--- src/rtl/pulse_sync_pkg.sv ---
// pulse_sync_pkg: shared state encoding, synchroniser depth limits and counter saturation helper
package pulse_sync_pkg;
  typedef enum logic {ST_PRIME = 1'b0, ST_RUN = 1'b1} state_t;
  localparam int SYNC_STAGES_MIN = 2;
  localparam int SYNC_STAGES_MAX = 4;
  function automatic int unsigned cnt_sat(input int w);
    return (32'd1 << w) - 32'd1;
  endfunction
endpackage

--- src/rtl/sync_bit_chain.sv ---
// sync_bit_chain: multi-flop synchroniser for one asynchronous bit
module sync_bit_chain #(
  parameter int STAGES = 2
) (
  input  logic dst_clk,
  input  logic dst_reset,
  input  logic d,
  output logic q
);
  (* syn_preserve = 1 *) logic [STAGES-1:0] sr;
  always_ff @(posedge dst_clk)
    sr <= !dst_reset ? '0 : {sr[STAGES-2:0], d};
  assign q = sr[STAGES-1];
endmodule

--- src/rtl/pulse_sync_rx.sv ---
// pulse_sync_rx: turns synchronised toggle edges into queued valid/ready events with toggle acknowledge
module pulse_sync_rx
  import pulse_sync_pkg::*;
#(
  parameter int SYNC_STAGES = 2,
  parameter int CNT_W       = 4
) (
  input  logic             dst_clk,
  input  logic             dst_reset,
  input  logic             toggle_in,
  input  logic             evt_ready,
  output logic             evt_valid,
  output logic             ack_toggle_out,
  output logic [CNT_W-1:0] pend_count,
  output logic             overflow,
  input  logic             overflow_clr
);
  localparam logic [CNT_W-1:0] CNT_MAX = CNT_W'(cnt_sat(CNT_W));
  state_t           state, state_n;
  logic [2:0]       prime_cnt, prime_cnt_n;
  logic             sync_out, toggle_ref, toggle_ref_n;
  logic             prime_done, evt, consume, sat;
  logic [CNT_W-1:0] pend_n;
  logic             ack_n, overflow_n;
  sync_bit_chain #(.STAGES(SYNC_STAGES)) u_sync (
    .dst_clk   (dst_clk),
    .dst_reset (dst_reset),
    .d         (toggle_in),
    .q         (sync_out)
  );
  assign evt_valid = pend_count != '0;
  assign consume   = evt_valid & evt_ready;
  assign sat       = pend_count == CNT_MAX;
  always_ff @(posedge dst_clk) begin
    if (!dst_reset) begin
      state          <= ST_PRIME;
      prime_cnt      <= '0;
      toggle_ref     <= 1'b0;
      pend_count     <= '0;
      ack_toggle_out <= 1'b0;
      overflow       <= 1'b0;
    end else begin
      state          <= state_n;
      prime_cnt      <= prime_cnt_n;
      toggle_ref     <= toggle_ref_n;
      pend_count     <= pend_n;
      ack_toggle_out <= ack_n;
      overflow       <= overflow_n;
    end
  end
  // the last prime cycle adopts the synchronised level so a high toggle_in at release is not an event
  always_comb begin
    prime_done   = state == ST_PRIME && prime_cnt == 3'(SYNC_STAGES);
    evt          = state == ST_RUN && (sync_out ^ toggle_ref);
    state_n      = prime_done ? ST_RUN : state;
    prime_cnt_n  = state == ST_PRIME ? prime_cnt + 3'd1 : prime_cnt;
    toggle_ref_n = (prime_done || evt) ? sync_out : toggle_ref;
    pend_n       = (evt && !consume && !sat) ? pend_count + 1'b1 :
                   (!evt && consume)         ? pend_count - 1'b1 : pend_count;
    ack_n        = ack_toggle_out ^ consume;
    overflow_n   = (evt && !consume && sat) || (overflow && !overflow_clr);
  end
endmodule

--- config.mk ---
export PLATFORM = sky130hd
export DESIGN_NAME = pulse_sync_rx
export DESIGN_NICKNAME = d
export VERILOG_FILES = /design/src/rtl/pulse_sync_pkg.sv /design/src/rtl/sync_bit_chain.sv /design/src/rtl/pulse_sync_rx.sv
export SDC_FILE = /design/constraint.sdc
export NUM_CORES = 1
export LEC_CHECK = 0
export ABC_AREA = 1
export CAP_MARGIN = 20
export CORE_UTILIZATION = 40
export CTS_CLUSTER_DIAMETER = 80
export DETAILED_ROUTE_END_ITERATION = 16
export PLACE_DENSITY = 0.65
export SLEW_MARGIN = 20
export SYNTH_ARGS = -nofsm -noshare
export SYNTH_HDL_FRONTEND = slang
export SYNTH_SLANG_ARGS = --single-unit
--- constraint.sdc ---
create_clock -name dst_clk -period 2.3 [get_ports dst_clk]
set_clock_uncertainty 0.2 [all_clocks]
set_input_delay 0.46 -clock dst_clk [delete_from_list [all_inputs] [get_ports dst_clk]]
set_output_delay 0.46 -clock dst_clk [all_outputs]
set_load 0.02 [all_outputs]
Yosys cells after proc, flatten, opt, wreduce, memory -nomap -nowiden:

Index checks and enable logic that the tools add are counted.
Widths: inputs -> output; s select.

* register bits: 13
* memories: 0
* bits in writable memories: 0
* bits in read-only memories: 0
* latch bits: 0
* output and inout port bits: 7

* shift-type cells: 0
* reduce and logical (&&, ||, !) cells: 15
* magnitude comparators: 0
* bitwise gates (word level): 4
* divide/modulo/power cells: 0
* add/sub/neg operators: 3
* equal/unequal tests: 2
* multipliers: 0
* mux-type cells: 2

Operators with widths (count)
* $mux 4: 2
* $logic_and 1x1->1: 7
* $add 4x1->4 const B: 1
* $eq 4x4->1 const B: 1
* $logic_not 1->1: 4
* $reduce_bool 4->1: 1
* $sub 4x1->4 const B: 1
* $add 3x1->3 const B: 1
* $eq 3x2->1 const B: 1
* $logic_or 1x1->1: 2
* $reduce_bool 2->1: 1
* $xor 1x1->1: 2
* $and 1x1->1: 1
* $not 1->1: 1

Logic depth before layout (Yosys ltp):

Gate-level depths: netlist (run 1).

* depth after elaboration: 6
* gate-level depth with buffers: 13
* mapped depth without buffers: 13

Cells and area by module:

From an unflattened synthesis (run 1), not the netlist that was laid out.

* cell total of the unflattened synthesis: 84
* area, all modules: 649.4 um^2

By module, submodules not included
* pulse_sync_rx: cells an instance 78, sequential area each 220.2 um^2, area each 594.3 um^2, times used 1
* sync_bit_chain: cells an instance 6, sequential area each 40.0 um^2, area each 55.1 um^2, times used 1

Worst setup path after synthesis (run 1):

No wires, ideal clock.

* path type: register to register
* start point: register pend_count[1]
* end point: register pend_count[3]
* library setup time: 0.115 ns
* clock period less this slack: 2.001 ns
* slack: 0.299 ns
* cell stages (with the launch flop): 14
* buffers on the path: 0
* arrival: 1.686 ns
* path through: dfxtp_1 > nor2_1 > nand2_2 > nand2_4 > nand3_4 > ha_1 > nand2_1 > nand2_1 > a21oi_1 > inv_1 > nand2_1 > nand3_1 > nand2_1 > nor2_1

* cells in the longest elaborated chain, start to end: 6
* elaborated cells on any way between the ends: 13

Ends and longest elaborated chain
* from (decl): line pulse_sync_rx.sv:14 `output logic [CNT_W-1:0] pend_count,`
* from (signal assigned): line pulse_sync_rx.sv:46 `pend_count <= pend_n;`
* $reduce_bool 4->1 *: line pulse_sync_rx.sv:31 `assign evt_valid = pend_count != '0;`
* via evt_valid: line pulse_sync_rx.sv:12 `output logic evt_valid,`
* $and 1x1->1 *: line pulse_sync_rx.sv:32 `assign consume = evt_valid & evt_ready;`
* $logic_not 1->1: line pulse_sync_rx.sv:58 `pend_n = (evt && !consume && !sat) ? pend_count + 1'b1 :`
* $logic_and 1x1->1 (2 in series): line pulse_sync_rx.sv:58
* $mux 4 / $reduce_bool 2->1 (equally long branches)

Mark *: on every way through the listed nets, which the timed path passes. The rest lies on a longest branch. The select of a mux whose other input is x is not followed.
A chain may end at the register's enable or synchronous reset.

Worst setup path after layout (run 1):

* start point: register pend_count[0]
* end point: output evt_valid

* cells in the longest elaborated chain, start to end: 1

Ends and longest elaborated chain (line)
* $reduce_bool 4->1: pulse_sync_rx.sv:31
* to (decl): pulse_sync_rx.sv:12

Every way passes these cells.

==> flow_summary.ini, run 1 <==
[sta]
final-max-slew-violation-count = 0
fmax_mhz = 457
worstMarginPinSlew_ns = 0.355
relSlewSlack_pct = 76.3
fin_crit_ns = 2.19
grt_setup_unrepaired = no
hold_viol = 0
fin_crit_sh_pct = 95.2
finalWorstSetupSlack_ns = 0.110
setup_viol = 0

[worst_setup_path]
r2r_slack_ns = 0.34
path_delay_family = buffers and inverters
end_kind = output pin
r2r_start = pend_count[1]
critPathMaxStageDelay_ns = 0.61
path_buf_inv = 1
cp-start-kind = flop
cp_cell_sequence = nor2_1 > nand2_2 > clkdlybuf4s50_1
worst_path_max_delay_cell = clkdlybuf4s50_1
cp_max_fo = 7
path_class = flop to output pin
r2r_end = pend_count[3]
reg2reg_depth = 13
cp.arrival_ns = 1.53
crit_required_ns = 1.64

[hold_path]
holdCritStartpoint = u_sync.sr[0]
hold_path_depth = 2
holdPathEnd = u_sync.sr[1]
hp-class = flop to flop

[detailed_routing]
vias = 546
ant_nets = 0
wirelength_um = 1130
drt_iter0_drc = 6
viasPerCell = 4.79
route.detailed.drc = 0
dr.pass1.iters = 4
detail_route.wl_per_cell_um = 9.88

[pwr]
power_frac_clock_pct = 14.7
p_switching_mw = 0.412
total_power_mw = 0.971
powerDensity_mw_per_mm2 = 1210
netSwitchingFraction_pct = 42.4
p_comb_share_pct = 48.1
ir_drop_v = 0.000748
leakage_nw = 0.352
seqPwrFrac_pct = 37.2
p_int_mw = 0.560

[synthesis]
syn_inst = 84
yosysTopAreaCell = dfxtp_1
yosys-top-cells-area = dfxtp_1 (40%), ha_1 (7.7%), inv_1 (7.5%)
yosys_warnings = 0
synth_top_flop_cell = dfxtp_1
syn-num-nets = 94
netlist.area_leader.share_pct = 39.9
synth-async-reset-ratio_pct = 0
synth_edf_count = 0
avgSynthCellArea_sq_um = 7.76
yosys_register_bits = 13
ys_seq_area_share_pct = 39.9
netlist_area_sq_um = 652
ys_types = 18

[grt]
track_usage_pct = 15.1
overflow = 0
first_global_vias = 513
grt_max_degree = 13
antenna_found_initial = 0
grt_pass1_wl_um = 2010

[cells_and_area]
area_growth_pct = 22.8
post-route-cell-area_sq_um = 801
n_fill_cell = 159
layout_common_cells = inv_1 (13), dfxtp_1 (13), nand2_1 (12), nor2_1 (11), clkdlybuf4s50_1 (11)
drive_above_1_share_pct = 9.18
finish.net_count = 109
antennaDiodeCount = 0
stdcell_count = 114

[clock_network]
cts_setup_buffers = 0
cts_max_level = 1
cts_hold_buf = 0
cts_root_buf = clkbuf_4
tritoncts = yes
ctsResizeCount = 0
worst_skew_pair.late_latency_ns = 0.27
cts_buffers = 3
clkSlewWorstSetupHoldPaths_ns = 0.08
clk_path_buf_depth = 2
cts_sinks = 13

[placement]
gp_congestion = 0.779
place_ws_ns = -0.0182
dpl_cell_area_sq_um = 774
dpl.hpwl_um = 826
dp.cells = 110
portBuffers = 11

[floorplanning]
die_h_um = 42.4
die-area_sq_mm = 0.00180
start_util_pct = 43.3
core-area_sq_mm = 0.00151
die_x_um = 42.4
num_io_pins = 12
rows = 14

[job]
maxCapViolCount = 0

[run_status]
outcome = complete, no violations
[synthesized netlist by cell type (2+ instances only)]
| cell type | n |
|---|---|
| dfxtp_1 | 13 |
| nand2_1 | 12 |
| o21ai_0 | 8 |
| ha_1 | 4 |
| nand3_1 | 3 |
| inv_1 | 13 |
| nand2_2 | 2 |
| a21oi_1 | 9 |
| nor2_1 | 11 |
[state kept, by name (all words and copies together) (netlist names)]
name,flops
toggle_ref,1
u_sync.sr,2
prime_cnt,3
ack_toggle_out,1
state,1
pend_count,4
overflow,1
[layout make-up]
cell class / count / area, sq um / share of cell area [%]
Inverter: 14 / 52.6 / 6.56
Multi-Input combinational cell: 56 / 332 / 41.4
Tap cell: 16 / 20.0 / 2.50
Timing Repair Buffer: 11 / 110 / 13.8
Sequential cell: 13 / 260 / 32.5
Clock buffer: 4 / 26.3 / 3.28
[stage by stage]
stage               utilization, %  hold WS, ns  TNS, ns
floorplan                        -        0.190        0
global placement              51.4        0.192        0
detailed placement            51.4        0.199  -0.0182
CTS                           53.2        0.221        0
global route                  53.2        0.260        0
finish                        53.2        0.213        0
[routing by layer]
layer | vias up | global-route usage, % | wire (um)
li1 | 295 | - | -
met1 | 237 | 17.3 | 525
met2 | 12 | 24.9 | 541
met3 | 2 | 3.88 | 46
met4 | 0 | 9.38 | 13
met5 | - | 0 | 0
[logic make-up (layout without fill, tap and decap cells)]
kind of cell	Yosys count	in the layout	share of synthesized area, %
AOI/OAI and AO/OA	17	17	13.1
xor gates and xnor gates	1	1	1.34
adders and majority gates	5	5	10.7
buffers and inverters	15	29	9.21
DFF	13	13	39.9
and+or+nand+nor	33	33	25.7
[worst max path at each step]
| stage | start | to | slack [ns] | depth (start not counted) |
|---|---|---|---|---|
| 6_report | pend_count[0] | evt_valid | 0.11 | 3 |
| 5_1_grt | pend_count[1] | evt_valid | 0.01 | 3 |
| 4_1_cts | pend_count[0] | evt_valid | 0.09 | 3 |
| 3_5_place_dp | evt_ready | pend_count[3] | -0.02 | 12 |
| 3_3_place_gp | evt_ready | pend_count[3] | 0.02 | 12 |
| 2_1_floorplan | pend_count[1] | pend_count[3] | 0.30 | 13 |
[power groups by stage]
| stage | Clock [mW] | Combinational (mW) | Sequential (mW) |
|---|---|---|---|
| 2_1_floorplan | 0 | 0.290 | 0.391 |
| 3_3_place_gp | 0 | 0.458 | 0.363 |
| 3_5_place_dp | 0 | 0.465 | 0.366 |
| 4_1_cts | 0.148 | 0.469 | 0.362 |
| 5_1_grt | 0.158 | 0.530 | 0.375 |
| 6_report | 0.143 | 0.467 | 0.361 |
[worst register-to-register path: cells and delay by family, from the launching register on]
| family | cells | cell delay (ns) |
|---|---|---|
| AOI/OAI and AO/OA | 1 | 0.15 |
| adders and majority gates | 1 | 0.28 |
| buffers and inverters | 1 | 0.05 |
| DFF | 1 | 0.38 |
| and+or+nand+nor | 10 | 0.79 |
No activity file was read; power rests on OpenSTA's default activity.
==> inputs of run 2 (changes only) <==
--- a/constraint.sdc
+++ b/constraint.sdc
@@ -3,3 +3,3 @@
 set_input_delay 0.46 -clock dst_clk [delete_from_list [all_inputs] [get_ports dst_clk]]
 set_output_delay 0.46 -clock dst_clk [all_outputs]
-set_load 0.02 [all_outputs]
+set_load 0.1 [all_outputs]
==> run 2 against run 1 <==
Non-clock buffer count increased by 1. Cell count increased by 0.88%. Critical path depth increased by 7. Wire length decreased by 0.27%. Hold slack got worse by 0.0022 ns. First-iteration DRC count increased by 33%. Clock-buffer cell count unchanged. Via count increased by 2.6%. Critical endpoint is now pend_count[3].
==> flow_summary.ini, run 2 (same netlist as run 1, synthesis figures left out) <==
[job]
maxCapViolCount = 0

[sta]
final-max-slew-violation-count = 0
fin_crit_ns = 2.01
finalWorstSetupSlack_ns = 0.293
fin_crit_sh_pct = 87.3
setup_viol = 0
fmax_mhz = 498
hold_viol = 0
relSlewSlack_pct = 75.4
worstMarginPinSlew_ns = 0.368
grt_setup_unrepaired = no

[worst_setup_path]
reg2reg_depth = 11
crit_path_end = pend_count[3]
cp-start-kind = input pin
r2r_end = pend_count[3]
cp.arrival_ns = 1.98
end_kind = flop
startpoint = evt_ready
crit_required_ns = 2.27
r2r_start = pend_count[1]
cp_max_fo = 4
r2r_slack_ns = 0.31
path_class = input pin to flop

[cells_and_area]
antennaDiodeCount = 0
area_growth_pct = 26.3
drive_above_1_share_pct = 21.2
layout_common_cells = inv_1 (13), nand2_1 (12), nor2_1 (11), a21oi_1 (9), dfxtp_1 (9)
reg.largest.list = pend_count (4), prime_cnt (3), u_sync.sr (2)
top_register = pend_count
largest_reg_flops = 4
final_common_cell = inv_1
finish.net_count = 110

[grt]
overflow = 0
antenna_found_initial = 0
grt_pass1_wl_um = 1950
grt_max_degree = 13
first_global_vias = 493
track_usage_pct = 14.5

[clock_network]
ctsResizeCount = 0
clkSlewWorstSetupHoldPaths_ns = 0.08
cts_buffers = 3
cts_setup_buffers = 0
cts_max_level = 1
clk_path_buf_depth = 2
cts_hold_buf = 0
worst_skew_pair.late_latency_ns = 0.27
cts_root_buf = clkbuf_4
cts_sinks = 13
tritoncts = yes

[detailed_routing]
vias = 560
ant_nets = 0
dr.pass1.iters = 3
viasPerCell = 4.87
route.detailed.drc = 0
detail_route.wl_per_cell_um = 9.77
drt_iter0_drc = 8
wirelength_um = 1120

[floorplanning]
die_h_um = 42.4
die-area_sq_mm = 0.00180
die_x_um = 42.4
rows = 14
start_util_pct = 43.3
core-area_sq_mm = 0.00151
num_io_pins = 12

[run_status]
outcome = complete, no violations

[placement]
place_ws_ns = -0.00313
portBuffers = 11
gp_congestion = 0.757
dpl.hpwl_um = 842

[hold_path]
hp-class = flop to flop
run 2: cell type report:
| class | count | area, sq um |
|---|---|---|
| Fill cell | 159 | 683 |
| Multi-Input combinational cell | 56 | 337 |
| Sequential cell | 13 | 275 |
| Timing Repair Buffer | 12 | 113 |
| Inverter | 14 | 52.6 |
| Clock buffer | 4 | 26.3 |
| Tap cell | 16 | 20.0 |
run 2: routing by layer:
layer	part of all wire [%]	global-route usage [%]	wire length [um]
met1	51	17.7	569
met3	3.2	2.59	36
met4	1.6	9.38	18
met2	44	23.4	499
met5	0	0	0
run 2: per-stage QoR:
step | instance area [sq um] | hold WS [ns] | std cells | setup TNS, ns | util (%)
after floorplan | 672 | 0.190 | 84 | 0 | -
after detailed placement | 797 | 0.204 | 111 | -0.00313 | 52.9
after global routing | 823 | 0.223 | 115 | 0 | 54.7
after CTS | 823 | 0.215 | 115 | 0 | 54.7
final | 823 | 0.211 | 115 | 0 | 54.7
after global placement | 797 | 0.192 | 111 | 0 | 52.9
run 2: worst min path at each step:
stage,startpoint,end,slack [ns],cells past startpoint
6_report,u_sync.sr[0],u_sync.sr[1],0.21,2
2_1_floorplan,u_sync.sr[0],u_sync.sr[1],0.19,2
3_3_place_gp,u_sync.sr[0],u_sync.sr[1],0.19,2
5_1_grt,u_sync.sr[0],u_sync.sr[1],0.22,2
3_5_place_dp,u_sync.sr[0],u_sync.sr[1],0.20,2
4_1_cts,u_sync.sr[0],u_sync.sr[1],0.21,2
run 2: worst max-delay path, cell delays in order:
cell,delay (ns)
clkdlybuf4s50_1,0.46
nand2_4,0.11
nand3_4,0.09
ha_1,0.28
nand2_1,0.06
nand2_1,0.05
a21oi_1,0.17
nand2_1,0.10
a21oi_1,0.15
nor2_1,0.05
Power of run 2 is left out: the tool's default activity adds up to more than one toggle a clock period on the data nets, which glitch-free logic cannot reach.
==> inputs of run 3 (changes only) <==
Settings changed: CAP_MARGIN 20 to unset, PLACE_DENSITY 0.65 to 0.67.
Clock period 2.3 ns to 1.7 ns, I/O delays scaled along.
==> run 3 against run 2 <==
The flow now finishes with violations (setup timing). Wire length rose by 30%. Final area rose by 32%. Sequential cell count did not move. Non-clock buffer count rose by 12. First-iteration DRC count fell by 63%. Critical path depth rose by 1. Clock-buffer cell count did not move. Sequential share of layout area fell by 7.9 points. Hold slack got worse by 0.00072 ns. Die area did not move. Largest cell class unchanged.
==> flow_summary.ini, run 3 (same netlist as run 1, synthesis figures left out) <==
[grt]
grt_pass1_wl_um = 2220
first_global_vias = 541
grt_max_degree = 13
antenna_found_initial = 0
track_usage_pct = 16.3
overflow = 0

[job]
maxCapViolCount = 0

[floorplanning]
start_util_pct = 43.3
rows = 14
die-area_sq_mm = 0.00180
die_x_um = 42.4
core-area_sq_mm = 0.00151
die_h_um = 42.4
num_io_pins = 12

[clock_network]
clk_path_buf_depth = 2
cts_hold_buf = 0
worst_skew_pair.late_latency_ns = 0.27
cts_max_level = 1
cts_root_buf = clkbuf_4
clkSlewWorstSetupHoldPaths_ns = 0.07
tritoncts = yes
cts_sinks = 13
cts_buffers = 3

[sta]
fin_crit_ns = 1.90
worstMarginPinSlew_ns = 0.392
hold_ws_ns = 0.210
finalWorstSetupSlack_ns = -0.201
grt_setup_unrepaired = yes
fmax_mhz = 526
fin_crit_sh_pct = 112
setup_viol = 3
relSlewSlack_pct = 73.8
final-max-slew-violation-count = 0
hold_viol = 0

[worst_setup_path]
worst_path_max_delay_cell = dfxtp_4
path_buf_inv = 1
path_delay_family = simple AND/OR/NAND/NOR gates
cp-start-kind = flop
cp.arrival_ns = 1.87
cp_max_fo = 3
cp_common_cell = nand2_2
critPathMaxStageDelay_ns = 0.37
cp.depth = 11
cp_cell_sequence = nand4_1 > nand3_4 > ha_4 > nand2_2 > nand2_2 > a21oi_4 > inv_2 > nand2_2 > nand3_2 > nand2_1 > nor2_1
path_class = flop to flop
reg2reg_depth = 11
crit_required_ns = 1.67
end_kind = flop

[detailed_routing]
detail_route.wl_per_cell_um = 11.5
vias = 615
wirelength_um = 1460
viasPerCell = 4.84
route.detailed.drc = 0
ant_nets = 0
drt_iter0_drc = 3
dr.pass1.iters = 4

[hold_path]
hold_path_depth = 2
hp-class = flop to flop

[placement]
dpl.hpwl_um = 974
gp_congestion = 0.717
portBuffers = 11
dp.cells = 118

[cells_and_area]
largest_reg_flops = 4
finish.net_count = 122
drive_above_1_share_pct = 44.1
top_register = pend_count
layout_common_cells = inv_1 (12), buf_4 (12), nor2_1 (9), o21ai_0 (8), dfxtp_1 (8)
antennaDiodeCount = 0
stdcell_count = 127
area_growth_pct = 66.4
reg.largest.list = pend_count (4), prime_cnt (3), u_sync.sr (2)

[pwr]
ir_drop_v = 0.00216
leakage_nw = 0.466
powerDensity_mw_per_mm2 = 2090

[run_status]
violations = setup timing
outcome = finished with violations
-- run 3: changes by cell type in the layout (fill, tap and decap cells not counted), sizes merged --
cell and delta:
buf +12
-- run 3: routing by layer --
metal  vias up  wire length, um  GRT usage (%)
met1       275              631           20.7
met5         -                0              0
li1        321                -              -
met2        15              733           26.2
met3         4               65           7.76
met4         0               32           1.88
-- run 3: worst paths after layout --
kind                                     from            end  slack, ns
worst max register to register  pend_count[2]  pend_count[3]      -0.20
worst max-delay path            pend_count[2]  pend_count[3]      -0.20
worst min-delay path             u_sync.sr[0]   u_sync.sr[1]       0.21
worst min register to register   u_sync.sr[0]   u_sync.sr[1]       0.21
-- run 3: layout make-up --
class,count,area [sq um]
flip-flops and latches,13,277
well taps,16,20.0
multi-input cells,56,428
repair buffers,24,282
fillers,114,422
clock buffers,4,26.3
inverters,14,52.6
-- run 3: power by group --
part           internal [mW]  total [mW]  switching, mW  leakage, nW
logic                  0.628        1.58          0.950        0.341
registers              0.415       0.506         0.0911        0.110
clock network         0.0908       0.182         0.0916       0.0150
total                   1.13        2.27           1.13        0.466
-- run 3: timing repair --
item | in CTS | in global routing
pin swaps | 5 | 9
endpoints found under the setup margin | 3 | 4
buffers inserted | 1 | 4
gates resized for setup | 6 | 9
-- run 3: worst register-to-register path, stage by stage (launching register included) --
cell and delay (ns):
dfxtp_4 0.37, nand4_1 0.21, nand3_4 0.18, ha_4 0.21, nand2_2 0.07, nand2_2 0.07, a21oi_4 0.18, inv_2 0.05
nand2_2 0.08, nand3_2 0.06, nand2_1 0.06, nor2_1 0.06
-- run 3: per-stage QoR --
stage	setup TNS [ns]	utilization [%]	setup slack, ns	total power [mW]	instance area (sq um)
detailed placement	-0.993	64.0	-0.443	1.91	965
floorplan	-0.867	-	-0.367	1.42	712
finish	-0.412	72.0	-0.201	2.27	1080
global route	-0.732	72.0	-0.308	2.39	1080
CTS	-0.439	67.9	-0.167	2.15	1020
global placement	-0.844	64.0	-0.355	1.89	965
